File: src/rtl/ring_pkg.sv
// Shared types and helpers for the lamp-ring step controller.
// Holds the controller state encoding, the default ring geometry and the
// one-hot to index decoder used when the ring is frozen.
package ring_pkg;

    localparam int RING_N      = 15;
    localparam int RING_TARGET = 7;

    typedef enum logic [1:0] {
        IDLE  = 2'd0,
        RUN   = 2'd1,
        JUDGE = 2'd2,
        SHOW  = 2'd3
    } ring_state_e;

    // Index of the single set bit; 0 when the vector is zero or has several bits set.
    function automatic logic [4:0] onehot2idx(input logic [31:0] vec);
        logic [4:0] idx;
        logic [5:0] cnt;
        idx = 5'd0;
        cnt = 6'd0;
        for (int i = 0; i < 32; i++) begin
            idx = vec[i] ? 5'(i) : idx;
            cnt = cnt + {5'd0, vec[i]};
        end
        return (cnt == 6'd1) ? idx : 5'd0;
    endfunction

endpackage

File: src/rtl/ring_step_ctrl_btn_debounce.sv
// Push-button conditioner: 2-FF synchronizer, stability counter that accepts
// a new level only after DEB_CYC consecutive differing cycles, and a
// one-cycle pulse in the cycle after the accepted level rises.
module btn_debounce #(
    parameter int DEB_CYC = 20_000
) (
    input  logic clk,
    input  logic rst_n,
    input  logic btn,
    output logic level,
    output logic press
);

    localparam int CW = (DEB_CYC > 1) ? $clog2(DEB_CYC) : 1;

    logic          r_sync1;
    logic          r_sync2;
    logic          r_level;
    logic          r_level_d;
    logic          r_press;
    logic [CW-1:0] r_cnt;

    // Synchronize the raw button, filter bounces and detect the rising level.
    always_ff @(posedge clk or negedge rst_n) begin
        if (!rst_n) begin
            r_sync1   <= 1'b0;
            r_sync2   <= 1'b0;
            r_level   <= 1'b0;
            r_level_d <= 1'b0;
            r_press   <= 1'b0;
            r_cnt     <= {CW{1'b0}};
        end else begin
            r_sync1   <= btn;
            r_sync2   <= r_sync1;
            r_level_d <= r_level;
            r_press   <= r_level & ~r_level_d;
            if (r_sync2 != r_level) begin
                if (r_cnt == CW'(DEB_CYC - 1)) begin
                    r_level <= r_sync2;
                    r_cnt   <= {CW{1'b0}};
                end else begin
                    r_cnt   <= r_cnt + CW'(1);
                end
            end else begin
                // Any return to the accepted level restarts the stability count.
                r_cnt <= {CW{1'b0}};
            end
        end
    end

    assign level = r_level;
    assign press = r_press;

endmodule

File: src/rtl/ring_step_ctrl.sv
// Step driver and judge for the one-hot lamp ring.
// Produces the ring's step enable from a prescaler, freezes the ring on a
// player press, decodes the frozen lamp and keeps a saturating hit score.
// Optional feature macro: RING_SPEEDUP_EN -- each hit shortens the step
// period by a quarter, never below DIV_MIN; only rst_n restores DIV.
module ring_step_ctrl
    import ring_pkg::*;
#(
    parameter  int N       = RING_N,
    parameter  int DIV     = 1_000_000,
    parameter  int DEB_CYC = 20_000,
    parameter  int TARGET  = RING_TARGET,
    parameter  int SCORE_W = 4,
    parameter  int DIV_MIN = 250_000,
    localparam int IW      = $clog2(N)
) (
    input  logic               clk,
    input  logic               rst_n,
    input  logic               btn,
    input  logic [N-1:0]       pos,
    output logic               step,
    output logic               running,
    output logic               hit,
    output logic               miss,
    output logic [IW-1:0]      pos_idx,
    output logic [SCORE_W-1:0] score
);

    // Period register must hold both the start period and the floor.
    localparam int PER_MAX = (DIV > DIV_MIN) ? DIV : DIV_MIN;
    localparam int PW      = $clog2(PER_MAX + 1);
    localparam logic [N-1:0] TGT_VEC = N'(1) << TARGET;

    ring_state_e        r_state;
    logic [PW-1:0]      r_presc;
    logic               r_step;
    logic               r_running;
    logic               r_hit;
    logic               r_miss;
    logic [IW-1:0]      r_pos_idx;
    logic [SCORE_W-1:0] r_score;

    logic               w_level;
    logic               w_press_raw;
    logic               w_press;
    logic [PW-1:0]      w_per;
    logic               w_last;
    logic               w_judge_hit;

    btn_debounce #(
        .DEB_CYC (DEB_CYC)
    ) u_debounce (
        .clk   (clk),
        .rst_n (rst_n),
        .btn   (btn),
        .level (w_level),
        .press (w_press_raw)
    );

    // A press is honoured only while the accepted level is still high.
    assign w_press     = w_press_raw & w_level;
    assign w_last      = (r_presc == (w_per - PW'(1)));
    assign w_judge_hit = (pos == TGT_VEC);

`ifdef RING_SPEEDUP_EN
    logic [PW-1:0] r_per;
    logic [PW-1:0] w_per_dec;
    logic [PW-1:0] w_per_next;

    // Next period after a hit: three quarters of the current one, floored.
    always_comb begin
        w_per_dec = r_per - (r_per >> 2);
        if (w_per_dec < PW'(DIV_MIN)) begin
            w_per_next = PW'(DIV_MIN);
        end else begin
            w_per_next = w_per_dec;
        end
    end

    // Shorten the step period on every hit, at the edge ending JUDGE.
    always_ff @(posedge clk or negedge rst_n) begin
        if (!rst_n) begin
            r_per <= PW'(DIV);
        end else if ((r_state == JUDGE) && w_judge_hit) begin
            r_per <= w_per_next;
        end else begin
            r_per <= r_per;
        end
    end

    assign w_per = r_per;
`else
    assign w_per = PW'(DIV);
`endif

    // Controller FSM with prescaler, registered step enable and judgement.
    always_ff @(posedge clk or negedge rst_n) begin
        if (!rst_n) begin
            r_state   <= IDLE;
            r_presc   <= {PW{1'b0}};
            r_step    <= 1'b0;
            r_running <= 1'b0;
            r_hit     <= 1'b0;
            r_miss    <= 1'b0;
            r_pos_idx <= {IW{1'b0}};
            r_score   <= {SCORE_W{1'b0}};
        end else begin
            case (r_state)
                IDLE, SHOW: begin
                    r_step <= 1'b0;
                    if (w_press) begin
                        r_state   <= RUN;
                        r_running <= 1'b1;
                        r_hit     <= 1'b0;
                        r_miss    <= 1'b0;
                        r_presc   <= {PW{1'b0}};
                    end else begin
                        r_running <= 1'b0;
                    end
                end
                RUN: begin
                    if (w_press) begin
                        // Press beats a coincident terminal count; prescaler holds.
                        r_state   <= JUDGE;
                        r_running <= 1'b0;
                        r_step    <= 1'b0;
                    end else if (w_last) begin
                        r_presc   <= {PW{1'b0}};
                        r_step    <= 1'b1;
                        r_running <= 1'b1;
                    end else begin
                        r_presc   <= r_presc + PW'(1);
                        r_step    <= 1'b0;
                        r_running <= 1'b1;
                    end
                end
                JUDGE: begin
                    // Ring is stable here because no step was issued this cycle.
                    r_state   <= SHOW;
                    r_step    <= 1'b0;
                    r_running <= 1'b0;
                    r_hit     <= w_judge_hit;
                    r_miss    <= ~w_judge_hit;
                    r_pos_idx <= IW'(onehot2idx(32'(pos)));
                    if (w_judge_hit && (r_score != {SCORE_W{1'b1}})) begin
                        r_score <= r_score + SCORE_W'(1);
                    end else begin
                        r_score <= r_score;
                    end
                end
                default: begin
                    r_state   <= IDLE;
                    r_step    <= 1'b0;
                    r_running <= 1'b0;
                end
            endcase
        end
    end

    assign step    = r_step;
    assign running = r_running;
    assign hit     = r_hit;
    assign miss    = r_miss;
    assign pos_idx = r_pos_idx;
    assign score   = r_score;

endmodule
File: config.mk
export PLATFORM = sky130hd
export DESIGN_NAME = ring_step_ctrl
export DESIGN_NICKNAME = d
export VERILOG_FILES = /design/src/rtl/ring_pkg.sv /design/src/rtl/ring_step_ctrl_btn_debounce.sv /design/src/rtl/ring_step_ctrl.sv
export SDC_FILE = /design/constraint.sdc
export NUM_CORES = 1
export LEC_CHECK = 0
export BUFFER_PORTS_ARGS = -buffer_cell sky130_fd_sc_hd__clkbuf_2
export CAP_MARGIN = 20
export CELL_PAD_IN_SITES_DETAIL_PLACEMENT = 0
export CELL_PAD_IN_SITES_GLOBAL_PLACEMENT = 2
export CORE_MARGIN = 2
export CORE_UTILIZATION = 35
export CTS_CLUSTER_DIAMETER = 30
export CTS_CLUSTER_SIZE = 25
export DETAILED_ROUTE_END_ITERATION = 16
export PLACE_DENSITY = 0.84
export SKIP_LAST_GASP = 1
export SLEW_MARGIN = 0
export SYNTH_ARGS = -nofsm -noshare
export SYNTH_HDL_FRONTEND = slang
export SYNTH_SLANG_ARGS = --single-unit
File: constraint.sdc
create_clock -name clk -period 4.1 [get_ports clk]
set_input_delay 0.41 -clock clk [delete_from_list [all_inputs] [get_ports clk]]
set_output_delay 0.41 -clock clk [all_outputs]
set_load 0.05 [all_outputs]
# --- Yosys cells after proc, flatten, opt, wreduce, memory -nomap -nowiden ---
# Cells that the tools add are included.
classes:
  add_sub_neg: 17
  eq_ne: 12
  n_mux: 33
  bitwise_logic: 4
  n_reduce_logical: 11
op_table:
  columns: ["cell", "count"]
  rows:
  - ["2-to-1 mux 20 bit", 3]
  - ["adder 6 x 1 -> 6 bit", 9]
  - ["case mux 20 bit (2 select lines)", 1]
  - ["2-to-1 mux 4 bit", 8]
  - ["2-to-1 mux 15 bit", 2]
  - ["adder 20 x 1 -> 20 bit (second input constant)", 1]
  - ["equality test 20 bit (second input constant)", 1]
  - ["adder 15 x 1 -> 15 bit (second input constant)", 1]
  - ["equality test 15 bit (second input constant)", 1]
  - ["equality test 15 x 8 -> 1 bit (second input constant)", 1]
  - ["2-to-1 mux 3 bit", 4]
  - ["2-to-1 mux 2 bit", 4]
  - ["AND reduction 2 bit", 4]
  - ["adder 5 x 1 -> 6 bit", 1]
  - ["equality test 6 x 1 -> 1 bit (second input constant)", 1]
  - ["2-to-1 mux 1 bit", 6]
  - ["inequality test 2 bit (second input constant)", 3]
  - ["case mux 1 bit (2 select lines)", 3]
  - ["case mux 2 bit (3 select lines)", 1]
  - ["adder 4 x 1 -> 5 bit", 1]
  - ["adder 3 x 1 -> 4 bit", 1]
  - ["adder 4 x 1 -> 4 bit (second input constant)", 1]
  - ["equality test 2 bit (second input constant)", 2]
  - ["inequality test 4 bit (second input constant)", 1]
  - ["13 further kinds", 16]
totals:
  ff_bits: 54
  in_bits: 18
  output_inout_bits: 12
  elab_cells: 91

# --- Logic depth before layout (Yosys ltp) ---
# Gate-level depths: netlist of run 1.
depth:
  word_depth: 16
  depth_mapped: 14

# --- Cells and area by module ---
# A second synthesis of run 1 with hierarchy kept.
hier_totals:
  hier_cells: 327
  area_unflattened_um2: 3103.0
modules_own_cells:
  columns: ["module", "instances", "cells_per_inst", "area_per_inst_um2"]
  rows:
  - ["ring_step_ctrl", 1, 243, 2209.6]
  - ["btn_debounce", 1, 84, 893.4]

# --- Least setup slack after synthesis of run 1 ---
# Ideal clock, no wire load.
synth_path:
  kind: "input-to-reg"
  from: "in pos[0]"
  to: "reg r_pos_idx[0] (netlist: pos_idx[0])"
  arrival_time_ns: 4.260
  required_ns: 3.990
  path_slack_ns: -0.270
  path_stages: 13
  n_path_buf: 0
  path_cell_list: "inv_1 -> fa_1 -> inv_1 -> fa_1 -> fa_1 -> inv_1 -> fa_1 -> fa_1 -> fa_1 -> nor2_1 -> a31oi_1 -> or4_1 -> o41ai_1"
synth_between:
  elab_chain_cells: 16
synth_rtl:
  columns: ["item", "line", "source"]
  rows:
  - ["start: declaration", "ring_step_ctrl.sv:20", "input logic [N-1:0] pos,"]
  - ["adder 1 x 1 -> 2 bit", "ring_pkg.sv:24", "cnt = cnt + {5'd0, vec[i]};"]
  - ["adder 2 x 1 -> 3 bit", "ring_pkg.sv:24", null]
  - ["adder 3 x 1 -> 4 bit", "ring_pkg.sv:24", null]
  - ["adder 4 x 1 -> 5 bit", "ring_pkg.sv:24", null]
  - ["adder 5 x 1 -> 6 bit", "ring_pkg.sv:24", null]
  - ["adder 6 x 1 -> 6 bit (9 in a row)", "ring_pkg.sv:24", null]
  - ["equality test 6 x 1 -> 1 bit", "ring_pkg.sv:26", "return (cnt == 6'd1) ? idx : 5'd0;"]
  - ["2-to-1 mux 4 bit", "ring_pkg.sv:26", null]
  - ["end signal: assignment", "ring_step_ctrl.sv:105", "r_pos_idx <= {IW{1'b0}};"]
  - ["end signal: assignment", "ring_step_ctrl.sv:144", "r_pos_idx <= IW'(onehot2idx(32'(pos)));"]
  - ["end: declaration", "ring_step_ctrl.sv:40", "logic [IW-1:0] r_pos_idx;"]
# Every way passes these cells.
# A chain may end at the register's enable or synchronous reset.

# --- Worst setup path after layout of run 1 ---
layout_path:
  from: "in pos[3]"
  to: "reg r_pos_idx[2] (netlist: pos_idx[2])"
layout_between:
  elab_chain_cells: 14
layout_rtl:
  columns: ["item", "line"]
  rows:
  - ["adder 3 x 1 -> 4 bit", "ring_pkg.sv:24"]
  - ["adder 4 x 1 -> 5 bit", "ring_pkg.sv:24"]
  - ["adder 5 x 1 -> 6 bit", "ring_pkg.sv:24"]
  - ["adder 6 x 1 -> 6 bit (9 in a row)", "ring_pkg.sv:24"]
  - ["equality test 6 x 1 -> 1 bit", "ring_pkg.sv:26"]
  - ["2-to-1 mux 4 bit", "ring_pkg.sv:26"]
# Every way passes these cells.

==> impl_metrics.tcl, run 1 <==
set metrics [dict create \
    synth.avg_cell_area_sq_um 9.63 \
    layout.nets 401 \
    grt_pass1_vias 2430 \
    root_buffer "clkbuf_8" \
    arrival_ns 4.39 \
    ys_types 55 \
    wl_per_cell_microns 14.2 \
    p_leak_nw 1.70 \
    p_int_mw 0.757 \
    antenna_left 0 \
    antennaDiodeCount 0 \
    clockBufferDepth 2 \
    num_rows 34 \
    critPathLaunchType "input pin" \
    crit_fanout 3 \
    placed_area_sq_um 3470 \
    fin_tns_setup_ns -0.0461 \
    ctsHoldBuffers 0 \
    cts_sinks 54 \
    hold_viol 0 \
    outcome "finished with violations" \
    fin_worst_skew_ns 0.00750 \
    critical-path-max-stage-delay_ns 0.54 \
    die_h_microns 98.9 \
    power_frac_seq_pct 51.5 \
    die_w_microns 98.9 \
    yosys_warnings 0 \
    fin_area_sq_um 3610 \
    grt_overflow 0 \
    io-pin-count 30 \
    synth_edf_count 0 \
    pwr_density_cell_nw_per_um2 290 \
    path_class "in2reg" \
    setup_ws_ns -0.0330 \
    core-area_sq_um 8720 \
    firstDrtPassIters 4 \
    hpwl_mm 4.95 \
    first_iter_violations 94 \
    pwr-share-clk_pct 31.3 \
    max_freq_mhz 242 \
    peakVddDrop_mv 0.133 \
    cts_tree "built" \
    cp-end-kind "flip-flop" \
    htree_levels 2 \
    syn_to_final_growth_pct 14.5 \
    violations "setup timing" \
    timing.final.crit_share_pct 101 \
    max_slew_margin_pct 53.6 \
    initial_core_util_pct 36.1 \
    grtUsageTotal_pct 14.4 \
    share_comb_of_total_power_pct 17.3 \
    clock_latency_ns 0.31 \
    vias_per_cell 5.24 \
    fin_util_pct 41.4 \
    setup_violations 2 \
    slew_viol_final 0 \
    grt_pass1_wl_mm 11.7 \
    ys_seq_elements 54 \
    required_ns 4.36 \
    design.die.area_sq_um 9770 \
    drc 0 \
    cp_cell_sequence "buf_8 > inv_4 > fa_1 > inv_1 > fa_1 > fa_1 > inv_1 > fa_1 > fa_2 > fa_2 > nand2_1 > or4_4 > buf_6 > a21oi_2 > a21o_1" \
    tightest_slew_ns 0.697 \
    wirelength_mm 6.72 \
    synth-main-ff-cell "dfrtp_1" \
    crit_top_cell "fa_1" \
    place_ws_ns -0.341 \
    power_switching_mw 0.289 \
    clk_pin_slew_ns 0.10 \
    cts_buffers 5 \
    synthCells 327 \
    swShare_pct 27.6 \
    io_buffer_count 29 \
    maxCapViolCount 0 \
    synthesis.nets 364 \
    rsz0062_at_grt "true" \
    drive_gt1_share_pct 17.8 \
    gp_congestion 0.792 \
    min_path_type "in2async" \
    via_count 2480 \
    async_flop_share_pct 100 \
    min_period_ns 4.13 \
    syn_area_sq_um 3150 \
    grt_max_degree 29 \
    total_power_mw 1.05 \
    cp_slowest_cell "fa_2" \
    synth_sequential_area_ratio_pct 42.9 \
    grt_antenna_before_repair 0 \
]
## synth_stat cells (all sizes together), types with 8 or more instances
cell	count	area [sq um]
dfrtp	54	1350
nor2	29	109
inv	27	101
nand3	27	135
nand2	24	92.6
a21oi	15	75.1
and3	14	87.6
fa	10	200
ha	9	113
o21ai	9	45.0
nor3	8	40.0
xor2	8	70.1
## per-stage QoR
stage | hold slack, ns | std cells
floorplan | 0.114 | 327
global placement | 0.378 | 464
detailed placement | 0.384 | 464
CTS | 0.144 | 472
global route | 0.173 | 473
finish | 0.123 | 473
## power groups by stage
stage          registers, mW  logic [mW]  clock network (mW)
2_1_floorplan          0.548       0.113                   0
3_3_place_gp           0.549       0.166                   0
3_5_place_dp           0.549       0.174                   0
4_1_cts                0.539       0.174               0.335
5_1_grt                0.539       0.219               0.356
6_report               0.538       0.180               0.327
## metal layers
metal | track usage [%] | share of wire, % | vias to the layer above | wire [microns]
li1 | - | - | 1218 | -
met1 | 20.6 | 49 | 1214 | 3320
met2 | 22.7 | 47 | 41 | 3140
met3 | 2.84 | 3.0 | 7 | 202
met4 | 3.27 | 0.89 | 0 | 60
met5 | 0 | 0 | - | 0
## area by class of cell
| cell class | count | area [sq um] |
|---|---|---|
| clock buffers | 6 | 82.6 |
| flip-flops and latches | 54 | 1350 |
| clock inverters | 2 | 16.3 |
| inverters | 27 | 104 |
| fillers | 890 | 5110 |
| well taps | 108 | 135 |
| multi-input cells | 238 | 1680 |
| repair buffers | 38 | 239 |
## sequential cells by signal, summed over array words and instances, names as in the netlist
signal,flops
r_state,2
miss,1
u_debounce.r_cnt,15
hit,1
r_presc,20
u_debounce.r_sync1,1
u_debounce.r_level_d,1
u_debounce.level,1
pos_idx,4
u_debounce.r_sync2,1
running,1
step,1
score,4
u_debounce.press,1
## placed cells by master, fill, tap and decap left out, drive strengths merged, types with 2 or more instances in the layout
| cell | count |
|---|---|
| o21ai | 9 |
| ha | 9 |
| o21ba | 2 |
| a21oi | 15 |
| xnor2 | 7 |
| nor4 | 6 |
| and3 | 14 |
| o311ai | 2 |
| o41ai | 2 |
| mux2 | 3 |
| inv | 28 |
| nor2 | 29 |
| nor2b | 6 |
| buf | 12 |
| nand2 | 24 |
| and3b | 2 |
| o31ai | 3 |
| a22o | 2 |
| a211o | 3 |
| a31oi | 2 |
| fa | 10 |
| or4 | 3 |
| nor3 | 8 |
| or3 | 2 |
| nand4 | 6 |
| nand3 | 27 |
| and4 | 2 |
| dfrtp | 54 |
| a21o | 3 |
| xor2 | 8 |
| o211ai | 2 |
| and2 | 3 |
| clkbuf | 32 |
| mux2i | 4 |
| nand2b | 5 |
## final timing paths
check,cells after the start,endpoint,from,slack [ns]
worst max-delay path,15,pos_idx[2],pos[3],-0.03
worst min-delay path,1,u_debounce.level,rst_n,0.12
worst max register to register,6,r_presc[17],r_state[0],1.77
worst min register to register,0,u_debounce.r_sync2,u_debounce.r_sync1,0.40
max in group asynchronous,2,r_presc[4],rst_n,3.15
min in group clk,1,u_debounce.r_sync1,btn,0.19
## repair_timing
action,in CTS,in global routing
gates resized for setup,0,11
cloned,0,0
setup endpoints to repair,1,4
buffers inserted,0,1
pin swaps,0,10
## critical path: cells and delay by family
kind | cells | cell delay (ns)
simple gates | 2 | 0.54
compound gates | 2 | 0.19
fa+ha+maj | 6 | 2.92
buf+inv | 5 | 0.35
## cell families (layout without fill, tap and decap cells)
kind of cell	count (synthesis)	after routing	share of synthesized area (%)
fa+ha+maj	19	19	9.93
flops	54	54	42.9
mux	7	7	2.34
simple gates	143	143	24.4
buf+inv	35	73	4.61
compound gates	54	54	11.7
xor+xnor	15	15	4.17
No activity file was read; power rests on OpenSTA's default activity.
==> inputs of run 2 (changes only) <==
- CORE_MARGIN: 2 -> 5
==> run 2 against run 1 <==
Compared with the run above: the flow now finishes without violations; register-to-register slack improved by 0.02 ns; critical endpoint is now pos_idx[0]; largest cell class unchanged; die area increased by 13%; setup slack improved by 0.12 ns.
==> impl_metrics.tcl, run 2 (same netlist as run 1, synthesis figures left out) <==
set metrics [dict create \
    p_leak_nw 1.71 \
    root_buffer "clkbuf_8" \
    cts_sinks 54 \
    share_comb_of_total_power_pct 15.3 \
    largest_register_ff_count 20 \
    largest_registers "r_presc x20, u_debounce.r_cnt x15" \
    fin_area_sq_um 3620 \
    placed_area_sq_um 3470 \
    vias_per_cell 5.02 \
    initial_core_util_pct 35.9 \
    p_int_mw 0.812 \
    antenna_left 0 \
    fin_util_pct 41.3 \
    hp-start "btn" \
    cp_cell_sequence "buf_6 > inv_4 > fa_1 > inv_1 > fa_1 > fa_1 > inv_1 > fa_1 > fa_2 > fa_2 > nor2_1 > a31oi_1 > or4_4 > o41ai_2" \
    first_iter_violations 64 \
    num_rows 34 \
    pwr-share-clk_pct 35.3 \
    rsz0062_at_grt "true" \
    r2r_setup_slack_ns 1.79 \
    hold_depth 1 \
    ctsHoldBuffers 0 \
    arrival_ns 4.23 \
    htree_levels 2 \
    via_count 2374 \
    setup_ws_ns 0.0891 \
    place_ws_ns -0.287 \
    power_switching_mw 0.278 \
    grt_pass1_vias 2431 \
    slew_viol_final 0 \
    critPathLaunchType "input pin" \
    crit_top_cell "fa_1" \
    tightest_slew_ns 0.693 \
    pwr_density_cell_nw_per_um2 301 \
    peakVddDrop_mv 0.137 \
    clk_pin_slew_ns 0.10 \
    io_buffer_count 29 \
    regMostFlops "r_presc" \
    rr_worst_depth 6 \
    grt_antenna_before_repair 0 \
    die_h_microns 105 \
    cp-end-kind "flip-flop" \
    path_buf_inv 4 \
    final_cell_mix "54 x dfrtp_1, 29 x nor2_1, 27 x nand3_1, 27 x clkbuf_2, 25 x inv_1" \
    design.die.area_sq_um 11000 \
    mostFrequentLayoutCell "dfrtp_1" \
    die_w_microns 105 \
    grt_overflow 0 \
    grt_max_degree 55 \
    syn_to_final_growth_pct 14.9 \
    io-pin-count 30 \
    maxCapViolCount 0 \
    cts_tree "built" \
    r2r_start "r_state[0]" \
    worst-path-stages 14 \
    required_ns 4.32 \
    clock_latency_ns 0.31 \
    grt_pass1_wl_mm 11.6 \
    cts_buffers 5 \
    hold_slack_ns 0.204 \
    antennaDiodeCount 0 \
    worstHoldEndpoint "u_debounce.r_sync1" \
    core-area_sq_um 8760 \
    wl_per_cell_microns 13.8 \
    min_path_type "in2reg" \
    fin_worst_skew_ns 0.00958 \
    hpwl_mm 4.74 \
    gp_congestion 0.765 \
    firstDrtPassIters 4 \
    cp_slowest_cell "fa_1" \
    max_freq_mhz 249 \
    layout.nets 401 \
    critPathTopFamily "adder cells" \
    path_class "in2reg" \
    drive_gt1_share_pct 17.3 \
    outcome "complete, no violations" \
    setup_violations 0 \
    hold_viol 0 \
    crit_fanout 2 \
    min_period_ns 4.01 \
    drc 0 \
    critical-path-max-stage-delay_ns 0.52 \
    worstReg2RegEnd "r_presc[14]" \
    grtUsageTotal_pct 12.3 \
    max_slew_margin_pct 53.8 \
    clockBufferDepth 2 \
    wirelength_mm 6.54 \
    swShare_pct 25.5 \
    timing.final.crit_share_pct 97.8 \
    power_frac_seq_pct 49.4 \
]
## run 2: cell count changes in the layout (fill, tap and decap cells not counted), sizes merged
cell | before | now
bufinv | 0 | 1
buf | 12 | 11
clkbuf | 32 | 33
clkinvlp | 1 | 0
## run 2: final cells by class
class | count | area (sq um)
clock buffers | 6 | 82.6
flip-flops and latches | 54 | 1350
well taps | 108 | 135
repair buffers | 38 | 229
fillers | 864 | 5150
multi-input cells | 238 | 1680
inverters | 27 | 104
clock inverters | 2 | 38.8
## run 2: timing repair
| item | 4_1_cts | 5_1_grt |
|---|---|---|
| buffers inserted | 0 | 1 |
| resized for setup | 0 | 6 |
| setup endpoints to repair | 0 | 4 |
## run 2: power by group through the flow
stage / combinational [mW] / clock (mW) / sequential (mW)
2_1_floorplan: 0.113 / 0 / 0.548
3_3_place_gp: 0.168 / 0 / 0.549
4_1_cts: 0.168 / 0.398 / 0.539
6_report: 0.167 / 0.385 / 0.538
3_5_place_dp: 0.167 / 0 / 0.549
5_1_grt: 0.201 / 0.415 / 0.539
## run 2: metal layers
layer  global-route usage (%)  share of wire [%]  vias up  wire [microns]
met4                     1.92               0.55        0              36
met2                     18.4                 44       27            2890
met3                     2.53                3.2        5             212
li1                         -                  -     1221               -
met5                        0                  0        -               0
met1                     18.7                 52     1121            3400
## run 2: metrics by stage
step / setup TNS [ns] / power, mW / cells
5_1_grt: -0.0545 / 1.16 / 473
3_5_place_dp: -1.07 / 0.716 / 464
2_1_floorplan: -0.133 / 0.662 / 327
3_3_place_gp: -0.973 / 0.717 / 464
4_1_cts: 0 / 1.10 / 472
6_report: 0 / 1.09 / 473
## run 2: how the worst max path moves through the flow
stage          startpoint         end
2_1_floorplan      pos[0]  pos_idx[0]
3_3_place_gp       pos[0]  pos_idx[0]
3_5_place_dp       pos[0]  pos_idx[0]
4_1_cts            pos[0]  pos_idx[2]
5_1_grt            pos[0]  pos_idx[0]
6_report           pos[0]  pos_idx[0]
==> inputs of run 3 (changes only) <==
- SYNTH_HIERARCHICAL: unset -> 1
==> run 3 against run 2 <==
Compared with the run above: wire length down 1.1%; final cell count is 0.85% higher; core utilization grew 0.38 points; clock skew rose by 0.010 ns; combinational power grew 19%; non-clock buffer count grew 3.
==> impl_metrics.tcl, run 3 <==
set metrics [dict create \
    register_area_sq_um 1350 \
    synth.area.top_cells "dfrtp_1 44%, fa_1 6.5%, nor2_1 4.6%" \
    cp-end-kind "flip-flop" \
    largest_register_ff_count 20 \
    die_h_microns 104 \
    first_iter_violations 114 \
    yosysTopAreaCell "dfrtp_1" \
    core-area_sq_um 8680 \
    swShare_pct 27.5 \
    wirelength_mm 6.47 \
    clk_pin_slew_ns 0.11 \
    maxCapViolCount 0 \
    yosysMostFrequentCell "dfrtp_1" \
    multi_input_area_sq_um 1680 \
    die_w_microns 104 \
    critical-path-max-stage-delay_ns 0.54 \
    final_cell_mix "54 x dfrtp_1, 38 x nor2_1, 27 x clkbuf_2" \
    required_ns 4.32 \
    clock_latency_ns 0.31 \
    cts_tree "built" \
    gp_congestion 0.776 \
    antennaDiodeCount 0 \
    drive_gt1_share_pct 18.4 \
    synth_sequential_area_ratio_pct 43.5 \
    ys_seq_elements 54 \
    grtUsageTotal_pct 12.4 \
    yosys_warnings 6 \
    max_slew_margin_pct 42.6 \
    grt_pass1_vias 2432 \
    pwr-share-clk_pct 29.2 \
    wl_per_cell_microns 13.6 \
    critPathLaunchType "input pin" \
    synth_edf_count 0 \
    num_rows 34 \
    synth-simple-area-share_pct 23.3 \
    syn_area_sq_um 3100 \
    place_ws_ns -0.410 \
    hpwl_mm 4.71 \
    p_leak_nw 1.64 \
    cp_cell_sequence "buf_6 > inv_4 > fa_1 > inv_2 > fa_1 > fa_1 > inv_1 > fa_1 > fa_2 > fa_2 > nand2_2 > or4_4 > o41ai_2" \
    slew_viol_final 0 \
    fin_util_pct 41.7 \
    hold_slack_ns 0.200 \
    fillers 872 \
    peakVddDrop_mv 0.145 \
    async_flop_share_pct 100 \
    arrival_ns 4.26 \
    cts_sinks 54 \
    synth-main-ff-cell "dfrtp_1" \
    synth_top_family_by_area "simple AND/OR/NAND/NOR gates" \
    root_buffer "clkbuf_8" \
    synth.avg_cell_area_sq_um 9.49 \
    fin_worst_skew_ns 0.0197 \
    design.die.area_sq_um 10800 \
    antenna_left 0 \
    min_path_type "in2async" \
    max_freq_mhz 247 \
    io-pin-count 30 \
    cts_buffers 5 \
    drc 0 \
    grt_pass1_wl_mm 11.5 \
    firstDrtPassIters 4 \
    layout.nets 405 \
    largest_registers "r_presc x20, u_debounce/r_cnt x15" \
    io_buffer_count 29 \
    mostFrequentLayoutCell "dfrtp_1" \
    share_comb_of_total_power_pct 19.0 \
    path_class "in2reg" \
    initial_core_util_pct 35.8 \
    synthCells 327 \
    p_int_mw 0.755 \
    ys_top_cells_by_count "54 x dfrtp_1, 38 x nor2_1, 28 x inv_1" \
    synth-compound-area-share_pct 11.7 \
    regMostFlops "r_presc" \
    synthAdderAreaFrac_pct 10.1 \
    syn_to_final_growth_pct 16.5 \
    ctsHoldBuffers 0 \
    pwr_density_cell_nw_per_um2 288 \
    cp_slowest_cell "fa_1" \
    power_frac_seq_pct 51.8 \
    muxShareOfSynthArea_pct 2.86 \
    grt_antenna_before_repair 0 \
    setup_violations 0 \
    timing.final.crit_share_pct 98.7 \
    hold_viol 0 \
    grt_max_degree 55 \
    crit_top_cell "fa_1" \
    total_power_mw 1.04 \
    htree_levels 2 \
    ys_types 45 \
    clockBufferDepth 2 \
    min_period_ns 4.05 \
    synth.top_cell.area_share_pct 43.5 \
    outcome "complete, no violations" \
    power_switching_mw 0.286 \
    setup_ws_ns 0.0533 \
    via_count 2443 \
    rsz0062_at_grt "true" \
    crit_fanout 2 \
    synthesis.nets 364 \
    vias_per_cell 5.12 \
    synth-xor-area-share_pct 3.95 \
    fin_tns_setup_ns 0 \
    grt_overflow 0 \
    tightest_slew_ns 0.854 \
]
[run 3: layer usage]
| metal | track usage, % | wire length [microns] |
|---|---|---|
| met5 | 0 | 0 |
| met4 | 3.33 | 74 |
| met3 | 2.23 | 151 |
| met2 | 19.8 | 3020 |
| met1 | 17.3 | 3220 |
[run 3: kinds of logic after synthesis]
group                      count (synthesis)
and+or+nand+nor                          140
muxes                                      8
DFF                                       54
xor gates and xnor gates                  14
adders and majority gates                 19
AOI/OAI and AO/OA                         57
buffers and inverters                     35
[run 3: critical path: cells and delay by family]
family | cells | cell delay [ns]
buf+inv | 4 | 0.20
compound gates | 1 | 0.27
simple gates | 2 | 0.53
fa+ha+maj | 6 | 2.85
[run 3: path summary, 6_finish.rpt]
| path | from | endpoint | slack, ns | depth (start not counted) |
|---|---|---|---|---|
| max in group asynchronous | rst_n | r_presc[1] | 3.43 | 2 |
| hold / removal | rst_n | r_presc[18] | 0.20 | 2 |
| min in group clk | btn | u_debounce/r_sync1 | 0.20 | 1 |
| setup reg to reg | r_state[0] | r_presc[14] | 1.61 | 8 |
| setup / recovery | pos[0] | pos_idx[0] | 0.05 | 13 |
| hold reg to reg | u_debounce/r_sync1 | u_debounce/r_sync2 | 0.37 | 0 |
[run 3: repair_timing]
| action | in CTS | in global routing |
|---|---|---|
| setup endpoints to repair | 4 | 4 |
| pin swaps | 9 | 5 |
| gates resized for setup | 6 | 7 |
| buffers inserted | 0 | 1 |
[run 3: cell type report]
class                           count  area share (%)
Tap cell                          108            3.74
Clock inverter                      2           0.450
Sequential cell                    54            37.4
Multi-Input combinational cell    238            46.5
Inverter                           28            2.98
Timing Repair Buffer               41            6.96
Clock buffer                        6            2.01
[run 3: power groups by stage]
stage	combinational, mW	clock, mW	sequential (mW)
global route	0.236	0.336	0.540
floorplan	0.122	0	0.549
detailed placement	0.182	0	0.549
CTS	0.188	0.316	0.539
global placement	0.180	0	0.549
finish	0.198	0.304	0.539
[run 3: per-stage QoR]
step,area (sq um),cells
2_1_floorplan,3120,327
3_3_place_gp,3450,468
3_5_place_dp,3450,468
4_1_cts,3580,476
5_1_grt,3610,477
6_report,3610,477
